--- src/rtl/spi_adc_scan_if.sv ---
// Signal bundle between the multi-channel SPI ADC scanner, the ADC pins and
// the control/measurement logic. The slave modport is the scanner's view.
interface spi_adc_scan_if #(
  parameter int NUM_CH    = 2,
  parameter int DATA_BITS = 12
);
  logic                          start;
  logic                          cont;
  logic                          recalibrate;
  logic [NUM_CH-1:0]             sdo;
  logic                          sclk;
  logic                          cs_n;
  logic [NUM_CH*DATA_BITS-1:0]   data;
  logic                          valid;
  logic                          busy;
  logic                          calibrating;
  logic                          overrun;

  modport master (
    output start, cont, recalibrate, sdo,
    input  sclk, cs_n, data, valid, busy, calibrating, overrun
  );

  modport slave (
    input  start, cont, recalibrate, sdo,
    output sclk, cs_n, data, valid, busy, calibrating, overrun
  );
endinterface

--- src/rtl/spi_adc_scan.sv ---
// Multi-channel SPI ADC scanner: one shared SCLK/CS_n pair, one SDO per ADC,
// all channels captured in parallel. Handles calibration frames, single-shot
// and continuous conversions. SCLK is a registered output paced by a divider
// in the system clock domain.
module spi_adc_scan #(
  parameter int CLK_DIV      = 10,
  parameter int DATA_BITS    = 12,
  parameter int LEAD_BITS    = 2,
  parameter int TRAIL_BITS   = 2,
  parameter int NUM_CH       = 2,
  parameter int CAL_CYCLES   = 32,
  parameter int QUIET_CYCLES = 2
) (
  input  logic          i_clk,
  input  logic          i_reset,
  spi_adc_scan_if.slave bus
);

  localparam int FRAME_BITS = LEAD_BITS + DATA_BITS + TRAIL_BITS;
  localparam int QUIET_CLKS = QUIET_CYCLES * 2 * CLK_DIV;
  localparam int MAX_BITS   = (FRAME_BITS > CAL_CYCLES) ? FRAME_BITS : CAL_CYCLES;
  localparam int DIV_W      = (CLK_DIV > 1) ? $clog2(CLK_DIV) : 1;
  localparam int BIT_W      = $clog2(MAX_BITS + 1);
  localparam int QUIET_W    = $clog2(QUIET_CLKS + 1);

  localparam logic [DIV_W-1:0]   DIV_LAST   = DIV_W'(CLK_DIV - 1);
  localparam logic [BIT_W-1:0]   FRAME_LAST = BIT_W'(FRAME_BITS - 1);
  localparam logic [BIT_W-1:0]   CAL_LAST   = BIT_W'(CAL_CYCLES - 1);
  localparam logic [QUIET_W-1:0] QUIET_LAST = QUIET_W'(QUIET_CLKS - 1);

  typedef enum logic [1:0] {QUIET, CAL, IDLE, CONVERT} StateT;

  StateT                              r_state;
  logic [DIV_W-1:0]                   r_divCnt;
  logic [BIT_W-1:0]                   r_bitCnt;
  logic [QUIET_W-1:0]                 r_quietCnt;
  logic                               r_sclk;
  logic                               r_csN;
  logic                               r_valid;
  logic                               r_busy;
  logic                               r_cal;
  logic                               r_overrun;
  logic                               r_calPending;
  logic                               r_startPending;
  logic [NUM_CH-1:0][DATA_BITS-1:0]   r_shift;
  logic [NUM_CH*DATA_BITS-1:0]        r_data;

  logic                               w_tick;
  logic                               w_rise;
  logic                               w_inWindow;
  logic [NUM_CH-1:0][DATA_BITS-1:0]   w_shiftNext;

  assign w_tick     = (r_divCnt == DIV_LAST);
  assign w_rise     = w_tick && !r_sclk;
  assign w_inWindow = (int'(r_bitCnt) >= LEAD_BITS) &&
                      (int'(r_bitCnt) <  LEAD_BITS + DATA_BITS);

  // Next shift-register contents if the current cycle carries a data-bit rising edge
  always_comb begin
    w_shiftNext = r_shift;
    if (w_inWindow) begin
      for (int ch = 0; ch < NUM_CH; ch++) begin
        w_shiftNext[ch] = (r_shift[ch] << 1) | DATA_BITS'(bus.sdo[ch]);
      end
    end
  end

  // Frame sequencer: divider, bit counting, request latching and state transitions
  always_ff @(posedge i_clk) begin
    if (i_reset) begin
      r_state        <= QUIET;
      r_divCnt       <= '0;
      r_bitCnt       <= '0;
      r_quietCnt     <= '0;
      r_sclk         <= 1'b1;
      r_csN          <= 1'b1;
      r_valid        <= 1'b0;
      r_busy         <= 1'b1;
      r_cal          <= 1'b0;
      r_overrun      <= 1'b0;
      r_calPending   <= 1'b1;
      r_startPending <= 1'b0;
      r_shift        <= '0;
      // A reset that interrupts a conversion keeps the last good result;
      // holding reset for more than one cycle always clears it.
      if (r_state != CONVERT) begin
        r_data <= '0;
      end
    end else begin
      r_valid   <= 1'b0;
      r_overrun <= 1'b0;

      if (r_state != IDLE) begin
        if (bus.recalibrate) begin
          r_calPending <= 1'b1;
        end
        if (bus.start && !bus.cont) begin
          if (r_startPending) begin
            r_overrun <= 1'b1;
          end else begin
            r_startPending <= 1'b1;
          end
        end
      end

      if (!r_csN) begin
        if (w_tick) begin
          r_divCnt <= '0;
          r_sclk   <= ~r_sclk;
        end else begin
          r_divCnt <= r_divCnt + 1'b1;
        end
        if (w_rise) begin
          r_bitCnt <= r_bitCnt + 1'b1;
        end
      end

      case (r_state)
        QUIET: begin
          if (r_quietCnt == QUIET_LAST) begin
            r_quietCnt <= '0;
            if (r_calPending || bus.recalibrate) begin
              r_state  <= CAL;
              r_cal    <= 1'b1;
              r_csN    <= 1'b0;
              r_divCnt <= '0;
              r_bitCnt <= '0;
            end else if (r_startPending || bus.start || bus.cont) begin
              r_state        <= CONVERT;
              r_startPending <= 1'b0;
              r_csN          <= 1'b0;
              r_divCnt       <= '0;
              r_bitCnt       <= '0;
            end else begin
              r_state <= IDLE;
              r_busy  <= 1'b0;
            end
          end else begin
            r_quietCnt <= r_quietCnt + 1'b1;
          end
        end

        IDLE: begin
          if (bus.recalibrate) begin
            r_state        <= CAL;
            r_busy         <= 1'b1;
            r_cal          <= 1'b1;
            r_startPending <= bus.start && !bus.cont;
            r_csN          <= 1'b0;
            r_divCnt       <= '0;
            r_bitCnt       <= '0;
          end else if (bus.start || bus.cont) begin
            r_state  <= CONVERT;
            r_busy   <= 1'b1;
            r_csN    <= 1'b0;
            r_divCnt <= '0;
            r_bitCnt <= '0;
          end
        end

        CAL: begin
          if (w_rise && r_bitCnt == CAL_LAST) begin
            r_calPending <= 1'b0;
            r_state      <= QUIET;
            r_cal        <= 1'b0;
            r_csN        <= 1'b1;
            r_quietCnt   <= '0;
          end
        end

        CONVERT: begin
          if (w_rise) begin
            r_shift <= w_shiftNext;
          end
          if (w_rise && r_bitCnt == FRAME_LAST) begin
            r_data     <= w_shiftNext;
            r_valid    <= 1'b1;
            r_state    <= QUIET;
            r_csN      <= 1'b1;
            r_quietCnt <= '0;
          end
        end

        default: begin
          r_state <= QUIET;
          r_csN   <= 1'b1;
          r_sclk  <= 1'b1;
        end
      endcase
    end
  end

  assign bus.sclk        = r_sclk;
  assign bus.cs_n        = r_csN;
  assign bus.data        = r_data;
  assign bus.valid       = r_valid;
  assign bus.busy        = r_busy;
  assign bus.calibrating = r_cal;
  assign bus.overrun     = r_overrun;

endmodule

--- src/flat_wrapper.sv ---
// flat-port wrapper written by rule: the top's interface ports become plain ports
module spi_adc_scan_flat 
#(
  parameter int CLK_DIV      = 10,
  parameter int DATA_BITS    = 12,
  parameter int LEAD_BITS    = 2,
  parameter int TRAIL_BITS   = 2,
  parameter int NUM_CH       = 2,
  parameter int CAL_CYCLES   = 32,
  parameter int QUIET_CYCLES = 2
)
  (i_clk, i_reset, bus_start, bus_cont, bus_recalibrate, bus_sdo, bus_sclk, bus_cs_n, bus_data, bus_valid, bus_busy, bus_calibrating, bus_overrun);
  spi_adc_scan_if #(.NUM_CH(NUM_CH), .DATA_BITS(DATA_BITS)) bus_i ();
  input  logic i_clk;
  input  logic i_reset;
  input wire logic [$bits(bus_i.start)-1:0] bus_start;
  input wire logic [$bits(bus_i.cont)-1:0] bus_cont;
  input wire logic [$bits(bus_i.recalibrate)-1:0] bus_recalibrate;
  input wire logic [$bits(bus_i.sdo)-1:0] bus_sdo;
  output wire logic [$bits(bus_i.sclk)-1:0] bus_sclk;
  output wire logic [$bits(bus_i.cs_n)-1:0] bus_cs_n;
  output wire logic [$bits(bus_i.data)-1:0] bus_data;
  output wire logic [$bits(bus_i.valid)-1:0] bus_valid;
  output wire logic [$bits(bus_i.busy)-1:0] bus_busy;
  output wire logic [$bits(bus_i.calibrating)-1:0] bus_calibrating;
  output wire logic [$bits(bus_i.overrun)-1:0] bus_overrun;
  assign bus_i.start = bus_start;
  assign bus_i.cont = bus_cont;
  assign bus_i.recalibrate = bus_recalibrate;
  assign bus_i.sdo = bus_sdo;
  assign bus_sclk = bus_i.sclk;
  assign bus_cs_n = bus_i.cs_n;
  assign bus_data = bus_i.data;
  assign bus_valid = bus_i.valid;
  assign bus_busy = bus_i.busy;
  assign bus_calibrating = bus_i.calibrating;
  assign bus_overrun = bus_i.overrun;
  spi_adc_scan #(.CLK_DIV(CLK_DIV), .DATA_BITS(DATA_BITS), .LEAD_BITS(LEAD_BITS), .TRAIL_BITS(TRAIL_BITS), .NUM_CH(NUM_CH), .CAL_CYCLES(CAL_CYCLES), .QUIET_CYCLES(QUIET_CYCLES)) u_core (.i_clk(i_clk), .i_reset(i_reset), .bus(bus_i));
endmodule
--- config.mk ---
export PLATFORM = sky130hd
export DESIGN_NAME = spi_adc_scan_flat
export DESIGN_NICKNAME = d
export VERILOG_FILES = /design/src/rtl/spi_adc_scan_if.sv /design/src/rtl/spi_adc_scan.sv /design/src/flat_wrapper.sv
export SDC_FILE = /design/constraint.sdc
export NUM_CORES = 1
export LEC_CHECK = 0
export BUFFER_PORTS_ARGS = -buffer_cell sky130_fd_sc_hd__buf_4
export CAP_MARGIN = 10
export CORE_MARGIN = 2
export CORE_UTILIZATION = 39
export CTS_CLUSTER_SIZE = 40
export DETAILED_ROUTE_END_ITERATION = 10
export PLACE_DENSITY = 0.64
export SETUP_SLACK_MARGIN = 0.2
export SYNTH_ARGS = -nofsm -noshare
export SYNTH_HDL_FRONTEND = slang
export SYNTH_SLANG_ARGS = --single-unit
--- constraint.sdc ---
create_clock -name i_clk -period 2.5 [get_ports i_clk]
set_input_delay 0.5 -clock i_clk [delete_from_list [all_inputs] [get_ports i_clk]]
set_output_delay 0.5 -clock i_clk [all_outputs]
set_load 0.01 [all_outputs]
==> results.json, run 1 <==
{
  "worstMarginPinSlew_ns": 0.6210,
  "synth_edf_count": 24,
  "crit_buf_inv": 1,
  "rows": 34,
  "grt_start_max_net_pins": 49,
  "worst_slew_margin_relative_to_its_limit": 0.5854,
  "groute.usage.overall": 0.1519,
  "io_buffer_count": 36,
  "die_w_um": 98.51,
  "synth_top_cell_area_share": 0.2874,
  "remaining_drc_errors": 0,
  "hold-worst-slack_ns": 0.4261,
  "die_h_um": 98.51,
  "num_antenna_cells": 0,
  "cts_hold_buffers": 0,
  "synthesis.yosys.warnings": 0,
  "sequential_area_share_after_synthesis": 0.4943,
  "gp_congestion": 0.7784,
  "clock_tree.root_cell": "clkbuf_8",
  "detail_route.wl_per_cell_um": 13.84,
  "grt_pass1_wl_um": 12120,
  "finalCriticalPeriod_ns": 1.973,
  "share_of_synthesized_flip_flops_with_an_asynchronous_set_or_reset": 0,
  "setup_tns_ns": 0,
  "fin_skew_ns": 0.01465,
  "final_core_utilization": 0.4582,
  "post-cts-setup-buffers": 0,
  "final.period_utilization": 0.7893,
  "netlist_area_mm2": 0.003483,
  "post_cts_resized": 0,
  "outcome": "finished, final reports clean",
  "average_cell_area_after_synthesis_um2": 9.240,
  "grt_pass1_vias": 2567,
  "leakagePower_nw": 1.316,
  "irDropWorstVdd_mv": 0.2626,
  "dp_slack_ns": 0.5307,
  "slew_viol_final": 0,
  "num_vias": 2818,
  "mappedNetlistNets": 388,
  "multi_input_area_mm2": 0.001590,
  "cpMaxStageDelayCell": "dfxtp_1",
  "largest_delay_share_family_worst_path": "simple AND/OR/NAND/NOR gates",
  "clk_pin_slew_worst_paths_ns": 0.09,
  "rsz0062_at_grt": "no",
  "netlist.top_cell.by_area": "dfxtp_1",
  "worst-r2r-setup-slack_ns": 0.53,
  "postSynth.topFlopCell": "dfxtp_1",
  "p_clk_frac": 0.367,
  "antenna_violations_before_repair": 0,
  "cts_htree_levels": 3,
  "pwr_density_cell_mw_per_mm2": 588.8,
  "synth.top_cells.by_area": "dfxtp_1 (29%), edfxtp_1 (21%), a21oi_1 (7.5%)",
  "startpoint_type": "register",
  "firstDrtPassIters": 4,
  "clock_latency_ns": 0.35,
  "finalNetCount": 414,
  "critPathCaptureType": "register",
  "timing.final.setup_violations": 0,
  "seq_area_mm2": 0.001722,
  "grt_overflow": 0,
  "cts_max_path_buffers": 2,
  "final.fill_count": 872,
  "worst_path_largest_cell_delay_ns": 0.41,
  "ant_nets": 0,
  "synthesis_to_finish_area_growth_pct": 14.15,
  "syn_inst": 377,
  "numPlacedInstances": 500,
  "max-cap-violations": 0,
  "tritoncts": "yes",
  "combinational_cell_fraction_of_total_power": 0.075,
  "internal_power_mw": 1.727,
  "placeableCoreArea_mm2": 0.008678,
  "power.switching_fraction": 0.2622,
  "fraction_of_layout_cells_with_a_size_suffix_above_1": 0.1863,
  "final_common_cell": "nand2_1",
  "final_cell_mix": "nand2_1 (59), a21oi_1 (52), dfxtp_1 (50)",
  "wirelength_um": 7142,
  "cts_inserted_buffers": 9,
  "worst_hold_path_type": "primary input to register",
  "worstPathRequired_ns": 2.52,
  "final_critical_path_setup_slack_ns": 0.5267,
  "drt-initial-drc-count": 127,
  "finish.cell_count_without_fillers": 516,
  "io-pin-count": 37,
  "report.final.hold_viol_count": 0,
  "die-area_mm2": 0.009703,
  "pwr-share-seq": 0.559,
  "number_of_clock_sinks": 74,
  "crit_chain": "ha_1, and4bb_2, nand2_1, nor3_1, a21o_1, buf_4",
  "seq_cells_post_synth": 74,
  "clock.fmax_mhz": 506.8,
  "floorplan.initialDensity": 0.4014,
  "worst-endpoint-arrival_ns": 1.99,
  "critPathKind": "register to register",
  "synth.distinct_cells": 58,
  "timing.critical_path.fanout_max": 24,
  "vias_per_std_cell": 5.461,
  "hpwlAfterDp_um": 4493,
  "switching_power_mw": 0.6138
}
[metrics by stage]
step | cell area (um^2) | power (mW)
4_1_cts | 3976 | 2.376
2_1_floorplan | 3483 | 1.437
6_report | 3976 | 2.341
5_1_grt | 3976 | 2.456
3_3_place_gp | 3792 | 1.506
3_5_place_dp | 3792 | 1.510
[layout make-up]
type | count | share of cell area
flip-flops and latches | 74 | 0.4330
repair buffers | 44 | 0.08307
inverters | 4 | 0.003776
clock inverters | 7 | 0.01510
well taps | 108 | 0.03398
clock buffers | 9 | 0.03115
multi-input cells | 270 | 0.3999
[registers in the layout (all words and copies together) (netlist names), 2 cells and up]
| signal | flops |
|---|---|
| u_core.r_shift | 24 |
| u_core.r_quietCnt | 6 |
| u_core.r_divCnt | 4 |
| u_core.r_state | 2 |
| u_core.r_bitCnt | 6 |
| u_core.bus.data | 24 |
[routing by layer]
| metal | vias to the layer above | wire, um | global-route usage |
|---|---|---|---|
| li1 | 1420 | - | - |
| met1 | 1333 | 3330 | 0.2013 |
| met2 | 60 | 3446 | 0.2459 |
| met3 | 5 | 312 | 0.03901 |
| met4 | 0 | 51 | 0.04531 |
| met5 | - | 0 | 0 |
[power groups by stage]
stage               logic [mW]  registers (mW)  clock network, mW
floorplan                0.103            1.33                  0
global placement         0.172            1.33                  0
detailed placement       0.174            1.34                  0
CTS                      0.175            1.31              0.893
global route             0.195            1.31              0.947
finish                   0.174            1.31              0.859
[synthesized netlist by cell type, types with 3 or more instances]
cell type and n:
inv_1 4, a211oi_1 7, a21oi_1 52, ha_1 4, buf_6 5, dfxtp_1 50, buf_2 9, nand2_1 59
clkbuf_1 11, a221oi_1 4, nand2b_1 4, xnor2_1 5, nor2b_1 3, edfxtp_1 24, nand3_1 29, nand4b_1 3
nor3_1 10, o21ai_0 32, mux2i_1 4, nor2_1 12
[cell families after synthesis]
logic type,after synthesis,share of synthesized area
DFF,74,0.4943
xor gates and xnor gates,6,0.01509
and+or+nand+nor,140,0.2098
buffers and inverters,33,0.05172
adders and majority gates,4,0.01437
muxes,5,0.01473
AOI/OAI and AO/OA,115,0.2001
[worst register-to-register path, cell delays in order, from the launching register on]
cell and delay (ns):
dfxtp_1 0.41, ha_1 0.22, and4bb_2 0.31, nand2_1 0.06, nor3_1 0.23, a21o_1 0.11, buf_4 0.30
[final timing paths]
path	endpoint	depth (start not counted)	startpoint
min	u_core.r_shift[0]	3	bus_sdo[0]
max reg2reg	u_core.bus.data[12]	6	u_core.r_divCnt[0]
min reg2reg	u_core.r_shift[23]	2	u_core.r_shift[23]
max	u_core.bus.data[12]	6	u_core.r_divCnt[0]
Power figures use the tool's default switching activity.
==> inputs of run 2 (changes only) <==
--- a/config.mk
+++ b/config.mk
@@ -5,13 +5,14 @@
 export SDC_FILE = /design/constraint.sdc
 export NUM_CORES = 1
 export LEC_CHECK = 0
+export ABC_AREA = 1
 export BUFFER_PORTS_ARGS = -buffer_cell sky130_fd_sc_hd__buf_4
 export CAP_MARGIN = 10
 export CORE_MARGIN = 2
 export CORE_UTILIZATION = 39
 export CTS_CLUSTER_SIZE = 40
 export DETAILED_ROUTE_END_ITERATION = 10
-export PLACE_DENSITY = 0.64
+export PLACE_DENSITY = 0.66
 export SETUP_SLACK_MARGIN = 0.2
 export SYNTH_ARGS = -nofsm -noshare
 export SYNTH_HDL_FRONTEND = slang
==> constraint.sdc (replaced) <==
create_clock -name i_clk -period 1.8 [get_ports i_clk]
set_input_delay 0.36 -clock i_clk [delete_from_list [all_inputs] [get_ports i_clk]]
set_output_delay 0.36 -clock i_clk [all_outputs]
set_load 0.01 [all_outputs]
==> run 2 against run 1 <==
Critical path depth rose by 1. Clock-buffer cell count grew 1. Total power is 95% higher. Die area increased by 3.8%. Fmax grew 27%. Routed wire length rose by 1.6%. Register-to-register slack worse by 0.28 ns. Critical endpoint is now u_core.bus.data[10]. Highest routed layer unchanged.
==> results.json, run 2 <==
{
  "die_w_um": 100.3,
  "number_of_clock_sinks": 74,
  "final.period_utilization": 0.8647,
  "antenna_violations_before_repair": 0,
  "die_h_um": 100.3,
  "share_of_synthesized_flip_flops_with_an_asynchronous_set_or_reset": 0,
  "grt_overflow": 0,
  "final.fill_count": 881,
  "synth.distinct_cells": 32,
  "fraction_of_layout_cells_with_a_size_suffix_above_1": 0.2348,
  "floorplan.initialDensity": 0.3974,
  "rows": 35,
  "grt_peak_use_layer": "met2",
  "worstPathRequired_ns": 1.83,
  "postSynth.topFlopCell": "dfxtp_1",
  "clock.fmax_mhz": 642.5,
  "numPlacedInstances": 596,
  "drt-initial-drc-count": 105,
  "outcome": "finished, final reports clean",
  "max-cap-violations": 0,
  "clk_pin_slew_worst_paths_ns": 0.09,
  "startpoint_type": "register",
  "critPathCaptureType": "register",
  "tritoncts": "yes",
  "grt_pass1_wl_um": 12420,
  "synth_top_cell_area_share": 0.2765,
  "groute.usage.overall": 0.1539,
  "netlist.top_cell.by_area": "dfxtp_1",
  "timing.final.setup_violations": 0,
  "die-area_mm2": 0.01007,
  "placeableCoreArea_mm2": 0.009109,
  "grt.met1_usage": 0.1855,
  "groute.layer.met3.usage": 0.04178,
  "io_buffer_count": 36,
  "final_common_cell": "inv_1",
  "post-synth-top-count-cell": "inv_1",
  "finalCriticalPeriod_ns": 1.557,
  "io-pin-count": 37,
  "rsz0062_at_grt": "yes",
  "worstMarginPinSlew_ns": 0.3962,
  "num_vias": 2965,
  "placedInstanceArea_mm2": 0.004046,
  "finalNetCount": 517,
  "use_met2": 0.2555,
  "fin_skew_ns": 0.01148,
  "worst_slew_margin_relative_to_its_limit": 0.7356,
  "critPathKind": "register to register",
  "gp_congestion": 0.8168,
  "cts_max_path_buffers": 2,
  "fin_total_pwr_mw": 4.574,
  "clock_tree.root_cell": "clkbuf_8",
  "mappedNetlistNets": 469,
  "cts_inserted_buffers": 9,
  "final_core_utilization": 0.4893,
  "leakagePower_nw": 1.994,
  "synthesis_to_finish_area_growth_pct": 23.12,
  "vias_per_std_cell": 4.767,
  "hpwlAfterDp_um": 4633,
  "wirelength_um": 7257,
  "ant_nets": 0,
  "report.final.hold_viol_count": 0,
  "grt_pass1_vias": 2823,
  "pwr_density_cell_mw_per_mm2": 1026,
  "synth.top_cells.by_area": "dfxtp_1 (28%), edfxtp_1 (20%), inv_1 (8.2%)",
  "slew_viol_final": 0,
  "netlist_area_mm2": 0.003620,
  "num_antenna_cells": 0,
  "clock_latency_ns": 0.35,
  "timing.critical_path.fanout_max": 6,
  "post_synth_most_frequent_cells": "inv_1 (79), nand2_1 (77), dfxtp_1 (50), nor2_1 (38), o21ai_1 (30)",
  "synth_edf_count": 24,
  "detail_route.wl_per_cell_um": 11.67,
  "firstDrtPassIters": 4,
  "synthesis.yosys.warnings": 0,
  "final_cell_mix": "inv_1 (78), nand2_1 (75), buf_4 (48)",
  "seq_cells_post_synth": 74,
  "worst-endpoint-arrival_ns": 1.59,
  "remaining_drc_errors": 0,
  "irDropWorstVdd_mv": 0.8584,
  "finish.cell_count_without_fillers": 622,
  "cts_htree_levels": 3,
  "grt_start_max_net_pins": 49,
  "worst_hold_path_type": "primary input to register",
  "sequential_area_share_after_synthesis": 0.4756,
  "fin_area_mm2": 0.004457,
  "average_cell_area_after_synthesis_um2": 7.903,
  "syn_inst": 458
}
## run 2: worst paths after layout
path	cells after the start	end	startpoint	slack (ns)
max reg2reg	7	u_core.bus.data[10]	u_core.r_divCnt[1]	0.24
max	7	u_core.bus.data[10]	u_core.r_divCnt[1]	0.24
min	2	u_core.r_startPending	i_reset	0.26
min reg2reg	2	u_core.r_quietCnt[2]	u_core.r_quietCnt[2]	0.51
## run 2: cells by family after synthesis
group / after synthesis / synth area share
XOR/XNOR: 3 / 0.007260
flip-flops: 74 / 0.4756
adder cells (fa/ha/maj): 4 / 0.01383
buffers and inverters: 100 / 0.1182
AO/OA/AOI/OAI: 90 / 0.1327
AND/OR/NAND/NOR: 187 / 0.2523
## run 2: timing repair
| action | CTS | global route |
|---|---|---|
| pin swaps | 2 | 3 |
| endpoints found under the setup margin | 24 | 80 |
| setup buffers | 5 | 2 |
| gates resized for setup | 9 | 12 |
| hold endpoints to repair | 0 | 0 |
| hold buffers | 0 | 0 |
| gates cloned | 3 | 0 |
## run 2: metrics by stage
stage | worst slack [ns] | setup TNS, ns | hold WS (ns)
after CTS | 0.1826 | 0 | 0.2431
after global routing | 0.1404 | 0 | 0.2465
after detailed placement | -0.008247 | -0.1752 | 0.4789
after floorplan | 0.1818 | 0 | 0.4625
after global placement | 0.07299 | 0 | 0.4756
final | 0.2435 | 0 | 0.2577
## run 2: cell type report
class	count	area [um^2]	share of cell area
tap	111	138.9	0.03116
inverter	83	312.8	0.07019
clock inverter	6	96.34	0.02162
clock buffer	10	137.6	0.03088
timing repair buffer	51	411.6	0.09236
multi-input combinational	287	1628	0.3652
sequential	74	1732	0.3885
## run 2: layer usage
metal | wire, um | up-vias
li1 | - | 1556
met1 | 3277 | 1342
met2 | 3560 | 58
met3 | 322 | 9
met4 | 96 | 0
met5 | 0 | -
## run 2: critical path, stage by stage (launching register included)
cell      delay, ns
dfxtp_2        0.33
inv_2          0.05
ha_4           0.12
nand2_4        0.06
nor3_4         0.15
nand3_2        0.13
nor2_4         0.17
o21bai_2       0.22
## run 2: power by group
part           internal (mW)  switching, mW
sequential              1.85         0.0903
combinational          0.420          0.714
clock                  0.835          0.663
